<file path="src/rtl/imem_loader.sv">
// imem_loader: boot-time instruction-memory writer.
// Receives a length-prefixed byte stream over valid/ready, assembles big-endian
// 32-bit words, writes them to imem from word address 0 and holds the core in
// reset until the whole image is in place.
// Optional feature macro: LOADER_CHECKSUM_EN adds a trailing XOR checksum byte
// that is verified before the core is released.
//
// state  | meaning
// -------+-----------------------------------------------------------
// IDLE   | after reset, waiting for start, core held
// LEN    | waiting for the length byte L
// DATA   | receiving 4*N payload bytes, one imem write per word
// CHK    | waiting for the checksum byte (LOADER_CHECKSUM_EN only)
// DONE   | image complete, core released
// ERR    | load aborted, core held, partial words stay in imem
module imem_loader #(
    parameter int ADDR_W    = 6,
    parameter int MAX_WORDS = 64
) (
    input  logic              clk,
    input  logic              reset,
    input  logic              start,
    input  logic              rx_valid,
    input  logic [7:0]        rx_data,
    output logic              rx_ready,
    output logic              we,
    output logic [ADDR_W-1:0] waddr,
    output logic [31:0]       wdata,
    output logic              cpu_hold,
    output logic              done,
    output logic              err,
    output logic [7:0]        word_count
);

`ifdef LOADER_CHECKSUM_EN
    typedef enum logic [2:0] {S_IDLE, S_LEN, S_DATA, S_CHK, S_DONE, S_ERR} state_t;
`else
    typedef enum logic [2:0] {S_IDLE, S_LEN, S_DATA, S_DONE, S_ERR} state_t;
`endif

    localparam logic [7:0] MAX_W8 = 8'(MAX_WORDS);

    state_t              state_q, state_d;
    logic                rx_ready_q, rx_ready_d;
    logic                we_q, we_d;
    logic [ADDR_W-1:0]   waddr_q, waddr_d;
    logic [31:0]         wdata_q, wdata_d;
    logic [7:0]          word_count_q, word_count_d;
    logic [7:0]          n_q, n_d;
    logic [1:0]          idx_q, idx_d;
    // Only the first three bytes of a word need storing; the fourth goes
    // straight into wdata.
    logic [23:0]         shift_q, shift_d;
`ifdef LOADER_CHECKSUM_EN
    logic [7:0]          chk_q, chk_d;
`endif
    logic                xfer;
    logic                last_byte;

    assign xfer = rx_valid & rx_ready_q;

    // Next-state, datapath and registered-output computation.
    always_comb begin
        state_d      = state_q;
        we_d         = 1'b0;
        waddr_d      = waddr_q;
        wdata_d      = wdata_q;
        word_count_d = word_count_q;
        n_d          = n_q;
        idx_d        = idx_q;
        shift_d      = shift_q;
`ifdef LOADER_CHECKSUM_EN
        chk_d        = chk_q;
`endif
        last_byte    = 1'b0;

        case (state_q)
            S_IDLE, S_DONE, S_ERR: begin
                if (start) begin
                    state_d      = S_LEN;
                    word_count_d = 8'd0;
                    idx_d        = 2'd0;
                    shift_d      = 24'd0;
`ifdef LOADER_CHECKSUM_EN
                    chk_d        = 8'd0;
`endif
                end
            end
            S_LEN: begin
                if (xfer) begin
                    if (rx_data == 8'd0 || rx_data > MAX_W8) begin
                        state_d = S_ERR;
                    end else begin
                        n_d     = rx_data;
                        state_d = S_DATA;
                    end
                end
            end
            S_DATA: begin
                if (xfer) begin
                    shift_d = {shift_q[15:0], rx_data};
                    idx_d   = idx_q + 2'd1;
`ifdef LOADER_CHECKSUM_EN
                    chk_d   = chk_q ^ rx_data;
`endif
                    if (idx_q == 2'd3) begin
                        we_d         = 1'b1;
                        wdata_d      = {shift_q, rx_data};
                        waddr_d      = word_count_q[ADDR_W-1:0];
                        word_count_d = word_count_q + 8'd1;
                        last_byte    = (word_count_d == n_q);
                    end
                end
                // Leave only after the final write strobe has been presented.
                if (we_q && word_count_q == n_q) begin
`ifdef LOADER_CHECKSUM_EN
                    state_d = S_CHK;
`else
                    state_d = S_DONE;
`endif
                end
            end
`ifdef LOADER_CHECKSUM_EN
            S_CHK: begin
                if (xfer) begin
                    state_d = (rx_data == chk_q) ? S_DONE : S_ERR;
                end
            end
`endif
            default: state_d = S_IDLE;
        endcase

        // Ready drops on the edge that takes the last payload byte, so the
        // write cycle of the final word accepts nothing further.
        rx_ready_d = (state_d == S_LEN)
`ifdef LOADER_CHECKSUM_EN
                   || (state_d == S_CHK)
`endif
                   || (state_d == S_DATA && !last_byte);
    end

    // State and datapath registers with synchronous active-low reset.
    always_ff @(posedge clk) begin
        if (!reset) begin
            state_q      <= S_IDLE;
            rx_ready_q   <= 1'b0;
            we_q         <= 1'b0;
            waddr_q      <= '0;
            wdata_q      <= 32'd0;
            word_count_q <= 8'd0;
            n_q          <= 8'd0;
            idx_q        <= 2'd0;
            shift_q      <= 24'd0;
`ifdef LOADER_CHECKSUM_EN
            chk_q        <= 8'd0;
`endif
        end else begin
            state_q      <= state_d;
            rx_ready_q   <= rx_ready_d;
            we_q         <= we_d;
            waddr_q      <= waddr_d;
            wdata_q      <= wdata_d;
            word_count_q <= word_count_d;
            n_q          <= n_d;
            idx_q        <= idx_d;
            shift_q      <= shift_d;
`ifdef LOADER_CHECKSUM_EN
            chk_q        <= chk_d;
`endif
        end
    end

    assign rx_ready   = rx_ready_q;
    assign we         = we_q;
    assign waddr      = waddr_q;
    assign wdata      = wdata_q;
    assign word_count = word_count_q;
    assign cpu_hold   = (state_q != S_DONE);
    assign done       = (state_q == S_DONE);
    assign err        = (state_q == S_ERR);

endmodule

</file>
<file path="config.mk">
export PLATFORM = sky130hd
export DESIGN_NAME = imem_loader
export DESIGN_NICKNAME = d
export VERILOG_FILES = /design/src/rtl/imem_loader.sv
export SDC_FILE = /design/constraint.sdc
export NUM_CORES = 1
export LEC_CHECK = 0
export CELL_PAD_IN_SITES_DETAIL_PLACEMENT = 0
export CELL_PAD_IN_SITES_GLOBAL_PLACEMENT = 1
export CORE_AREA = 2 2 81 122
export DETAILED_ROUTE_END_ITERATION = 12
export DIE_AREA = 0 0 83 124
export PLACE_DENSITY = 0.81
export SETUP_SLACK_MARGIN = 0.1
export SLEW_MARGIN = 10
export SYNTH_ARGS = -nofsm -noshare
export SYNTH_HDL_FRONTEND = slang
export SYNTH_SLANG_ARGS = --single-unit
</file>
<file path="constraint.sdc">
create_clock -name clk -period 2.3 [get_ports clk]
set_input_delay 0.46 -clock clk [delete_from_list [all_inputs] [get_ports clk]]
set_output_delay 0.46 -clock clk [all_outputs]
set_load 0.01 [all_outputs]
</file>
; ---- Word level (Yosys, flattened, before mapping)
; Cells that the tools add are included.
[totals]
input_bits = 12
out_inout_bits = 51
word_cells = 60
reg_bits = 85
[classes]
n_reduce_logical = 14
n_mux = 19
addsub = 2
bitwise = 2
n_eq_ne = 13
n_lt_le_gt_ge = 1
[op_table]
columns = op, n
row1 = 24-bit 2-to-1 mux, 2
row2 = 24-bit case mux with 2 select lines, 1
row3 = 8-bit 2-to-1 mux, 3
row4 = 8-bit equality test, 2
row5 = 8-bit case mux with 2 select lines, 1
row6 = 3-bit 2-to-1 mux, 4
row7 = 3-bit AND reduction, 4
row8 = 3-bit by 2-bit equality test with 1-bit output (second input constant), 3
row9 = 3-bit case mux with 3 select lines, 1
row10 = 8-bit by 1-bit adder with 8-bit output (second input constant), 1
row11 = 8-bit by 7-bit greater-than comparator with 1-bit output (second input constant), 1
row12 = 8-bit zero test, 1
row13 = 3-bit by 1-bit equality test with 1-bit output (second input constant), 2
row14 = 2-bit inequality test (second input constant), 3
row15 = 1-bit 2-to-1 mux, 4
row16 = 2-bit 2-to-1 mux, 2
row17 = 2-bit case mux with 2 select lines, 1
row18 = 4-bit AND reduction, 1
row19 = 3-bit equality test (second input constant), 1
row20 = 3-bit zero test, 1
row21 = 3-bit by 2-bit inequality test with 1-bit output (second input constant), 1
row22 = 3-bit OR reduction, 1
row23 = 2-bit by 1-bit adder with 2-bit output (second input constant), 1
row24 = 2-bit equality test (second input constant), 1
row25 = other kinds (6), 8

; ---- Logic depth before layout (Yosys ltp)
[logic_depth]
word_depth = 8
depth_mapped = 8
ltp_nobuf = 7

; ---- Worst setup path after synthesis
; Ideal clock, no wire load.
[synth_timing]
path_type = register -> register
startpoint = register state_q[0]
endpoint = register rx_ready_q (netlist: rx_ready)
period_less_slack_ps = 1887
stages_incl_launch_ff = 8
arrival_time_ps = 1801
n_path_buf = 1
t_required_ps = 2214
slack_ps = 413
setup_ps = 86
path_cell_list = dfxtp_1 > buf_4 > and2b_1 > or3b_4 > nor3_4 > a31o_4 > o311ai_1 > a221oi_2
[synth_via]
elab_chain_cells = 6
elab_cells_between_ends = 16
classes_between = 6 x eq/ne / 5 x mux / 5 x reduce/logical
[synth_rtl]
columns = item, line
row1 = from (decl), 43  ; state_t state_q, state_d;
row2 = from (signal assigned), 158  ; state_q <= state_d;
row3 = "3-bit by 2-bit equality test with 1-bit output, or another cell as far along", 77  ; case (state_q)
row4 = 3-bit OR reduction, 77
row5 = 3-bit case mux with 3 select lines, 77
row6 = 3-bit by 2-bit equality test with 1-bit output, 139  ; || (state_d == S_DATA && !last_byte);
row7 = 1-bit logical AND, 139
row8 = 1-bit logical OR *, 135  ; rx_ready_d = (state_d == S_LEN)
row9 = to (signal assigned), 159  ; rx_ready_q <= rx_ready_d;
row10 = to (decl), 44  ; logic rx_ready_q, rx_ready_d;
; Every way passes the cells marked *; elsewhere a longest branch is shown, timed or not.
; A chain may end at the register's enable or synchronous reset.

; ---- Final worst setup path
[layout_timing]
startpoint = register state_q[0]
endpoint = output done
[layout_via]
elab_chain_cells = 1
[layout_rtl]
columns = item, line
row1 = 3-bit by 2-bit equality test with 1-bit output, 179  ; assign done = (state_q == S_DONE);
row2 = to (decl), 30  ; output logic done,
; No other way between the ends.

==> reports/metrics.cfg <==
[outcome]
status=finished, final reports clean

[floorplan]
die_y_um=124
core_area_um2=9200
dieArea_um2=10290
start_util_pct=37.15
die_w_um=83
io_pins=63
rows=43

[critical_path]
startpoint_type=flop
crit_path_end_kind=output port
regToRegSetupSlack_ns=0.36
path_buf_inv=2
crit_family=buffers and inverters
worstPathCellList=and2b_1 -> nand2_1 -> inv_1 -> clkdlybuf4s50_1
reg2reg_depth=7
path_class=reg2out
worstPathRequired_ns=1.84
cp_max_fo=9
rr_startpoint=word_count[0]$_SDFFE_PN0P_
cpPeakStageDelay_ns=0.53
slowest_stage=clkdlybuf4s50_1
timing.rr.end=rx_ready$_SDFF_PN0_
cp_data_arrival_time_ns=1.63

[power_and_ir_drop]
powerDensity_nw_per_um2=660.2
leakagePower_nw=1.558
p_comb_share_pct=5.7
finalPower_w=0.003008
p_int_w=0.002349
max-vdd-ir-drop_mv=0.4907
p_clk_share_pct=44.3
p_sw_w=0.0006595
p_seq_share_pct=50.0
switching_share_pct=21.92

[logic_synthesis]
synth_area_um2=3418
synth_top_area_share_pct=49.78
seq_area_frac_synth_pct=49.78
synth-async-reset-ratio_pct=0
synth_edf_count=0
synth_top_area_cell=dfxtp_1
synthDistinctLibCells=42
yosysWarnings=0
synth-seq-cells=85
yosys-top-cells-area=dfxtp_1 50%, nand2_1 14%, a21oi_1 10%, xnor2_1 3.8%, nor2_1 3.0%
syn_area_per_cell_um2=7.987
synth_ff_type=dfxtp_1
synth_nets=442
syn_inst=428

[grt]
grt_pass1_vias=2923
grtUsageTotal_pct=17.99
grt_max_degree=50
grt.overflow.total=0
antenna_found_initial=0
grt_pass1_wl_um=14600

[timing]
rsz0062_at_grt=no
fmax_ghz=0.4795
finalHoldViolCount=0
slew_headroom_pct=57.14
hold_slack_ns=0.4443
fin_skew_ns=0.003977
setup_viol=0
fin_crit_sh_pct=90.68
fin_tns_setup_ns=0
tightest_slew_ns=0.6387
final.min_clock_period_ns=2.086
slew_viol_final=0

[cts]
path_clk_slew_ns=0.06
cts_buffer_depth=2
root_buffer=clkbuf_16
clk_latency_ns=0.33
cts.htree.levels=3
cts_tree=done
cts_sinks=85
numCtsBuffers=9

[placement]
place_area_um2=4278
gp_congestion=0.8607
io_buffers=62
hpwlAfterDp_um=6463

[route]
vias_per_cell=4.971
drt-total-wl_um=9034
drc_errors=0
routedWlPerCell_um=14.69
via_count=3057
drtIter0Drc=108
ant_nets=0
drt_first_pass_iters=4

[min_path]
hold_start=n_q[7]$_SDFFE_PN0P_
holdPathStages=2
hold_path_end=n_q[7]$_SDFFE_PN0P_
min_path_type=reg2reg

[cells_and_area]
register_area_um2=1703
multi_input_area_um2=1589
antenna_cells=0
finalNetCount=512
final_area_um2=4557
synthToLayoutAreaGrowth_pct=33.31
final_layout_size_suffix_gt1_share_pct=9.344
most-common-layout-cells=131 x nand2_1, 84 x dfxtp_1, 68 x a21oi_1
final_common_cell=nand2_1
nFillCells=886

[flow_run]
cap_violations=0

==> what timing repair did <==
item,in CTS,in global routing
resized for setup,1,1
hold buffers,0,0
hold endpoints to repair,0,0
setup endpoints to repair,1,1
setup buffers,0,0
gates cloned,0,0
==> cell families (layout without fill, tap and decap cells) <==
family | count (synthesis) | in the layout | synth area share [%]
and+or+nand+nor | 191 | 191 | 24.09
DFF | 85 | 85 | 49.78
muxes | 7 | 7 | 2.086
AOI/OAI and AO/OA | 90 | 90 | 14.57
xor gates and xnor gates | 19 | 19 | 4.868
buffers and inverters | 34 | 109 | 3.880
adders and majority gates | 2 | 2 | 0.7319
==> synth_stat cells (all sizes together) (3+ instances only) <==
cell type  number
xor2            4
buf             4
nand2         131
dfxtp          85
nand3           8
o21ai          10
clkbuf         23
inv             7
nor3            6
nand4           3
mux2i           6
nor2           27
a21oi          68
xnor2          15
==> per-layer routing <==
| metal | wire (um) | part of all wire, % | track usage (%) | vias to the layer above |
|---|---|---|---|---|
| li1 | - | - | - | 1562 |
| met1 | 3803 | 42 | 19.98 | 1448 |
| met2 | 4938 | 55 | 34.43 | 39 |
| met3 | 177 | 2.0 | 3.115 | 8 |
| met4 | 114 | 1.3 | 6.250 | 0 |
| met5 | 0 | 0 | 0 | - |
==> worst max path at each step <==
stage	start	end	slack (ns)	depth (start not counted)
after floorplan	state_q[0]$_SDFF_PN0_	rx_ready$_SDFF_PN0_	0.41	7
final	state_q[0]$_SDFF_PN0_	done	0.21	4
after CTS	state_q[0]$_SDFF_PN0_	done	0.19	4
after global placement	rx_valid	n_q[5]$_SDFFE_PN0P_	-0.00004	7
after global routing	state_q[2]$_SDFF_PN0_	done	0.11	4
after detailed placement	rx_valid	n_q[4]$_SDFFE_PN0P_	-0.02	7
==> cell type report <==
cell class / count / share of cell area (%)
clock buffer: 15 / 5.876
tap: 112 / 3.075
inverter: 7 / 0.5766
sequential: 85 / 37.37
multi-input combinational: 309 / 34.87
clock inverter: 1 / 0.1098
timing repair buffer: 86 / 18.12
==> sequential cells by signal (all words and copies together) (netlist names) <==
| name | flops |
|---|---|
| waddr | 6 |
| wdata | 32 |
| we | 1 |
| word_count | 8 |
| idx_q | 2 |
| state_q | 3 |
| rx_ready | 1 |
| n_q | 8 |
| shift_q | 24 |
==> worst reg2reg max path, stage by stage (launching register included) <==
cell      delay (ns)
dfxtp_1         0.50
ha_1            0.23
nand3_1         0.12
nor2_1          0.18
o21ai_0         0.10
mux2_2          0.30
o311ai_1        0.31
a221oi_2        0.09
==> power by group through the flow <==
stage               logic (W)  clock network [W]  registers (W)
floorplan           0.0000925                  0        0.00153
global placement     0.000171                  0        0.00154
detailed placement   0.000173                  0        0.00154
CTS                  0.000174            0.00137        0.00150
global route         0.000188            0.00143        0.00151
finish               0.000172            0.00133        0.00150
==> through the flow <==
stage	std cells	worst slack [ns]	utilization (%)
floorplan	428	0.4131	-
global placement	599	-0.00003975	46.50
detailed placement	599	-0.02401	46.50
CTS	615	0.1901	49.48
global route	615	0.1097	49.53
finish	615	0.2145	49.53
(Power assumes the default switching activity.)
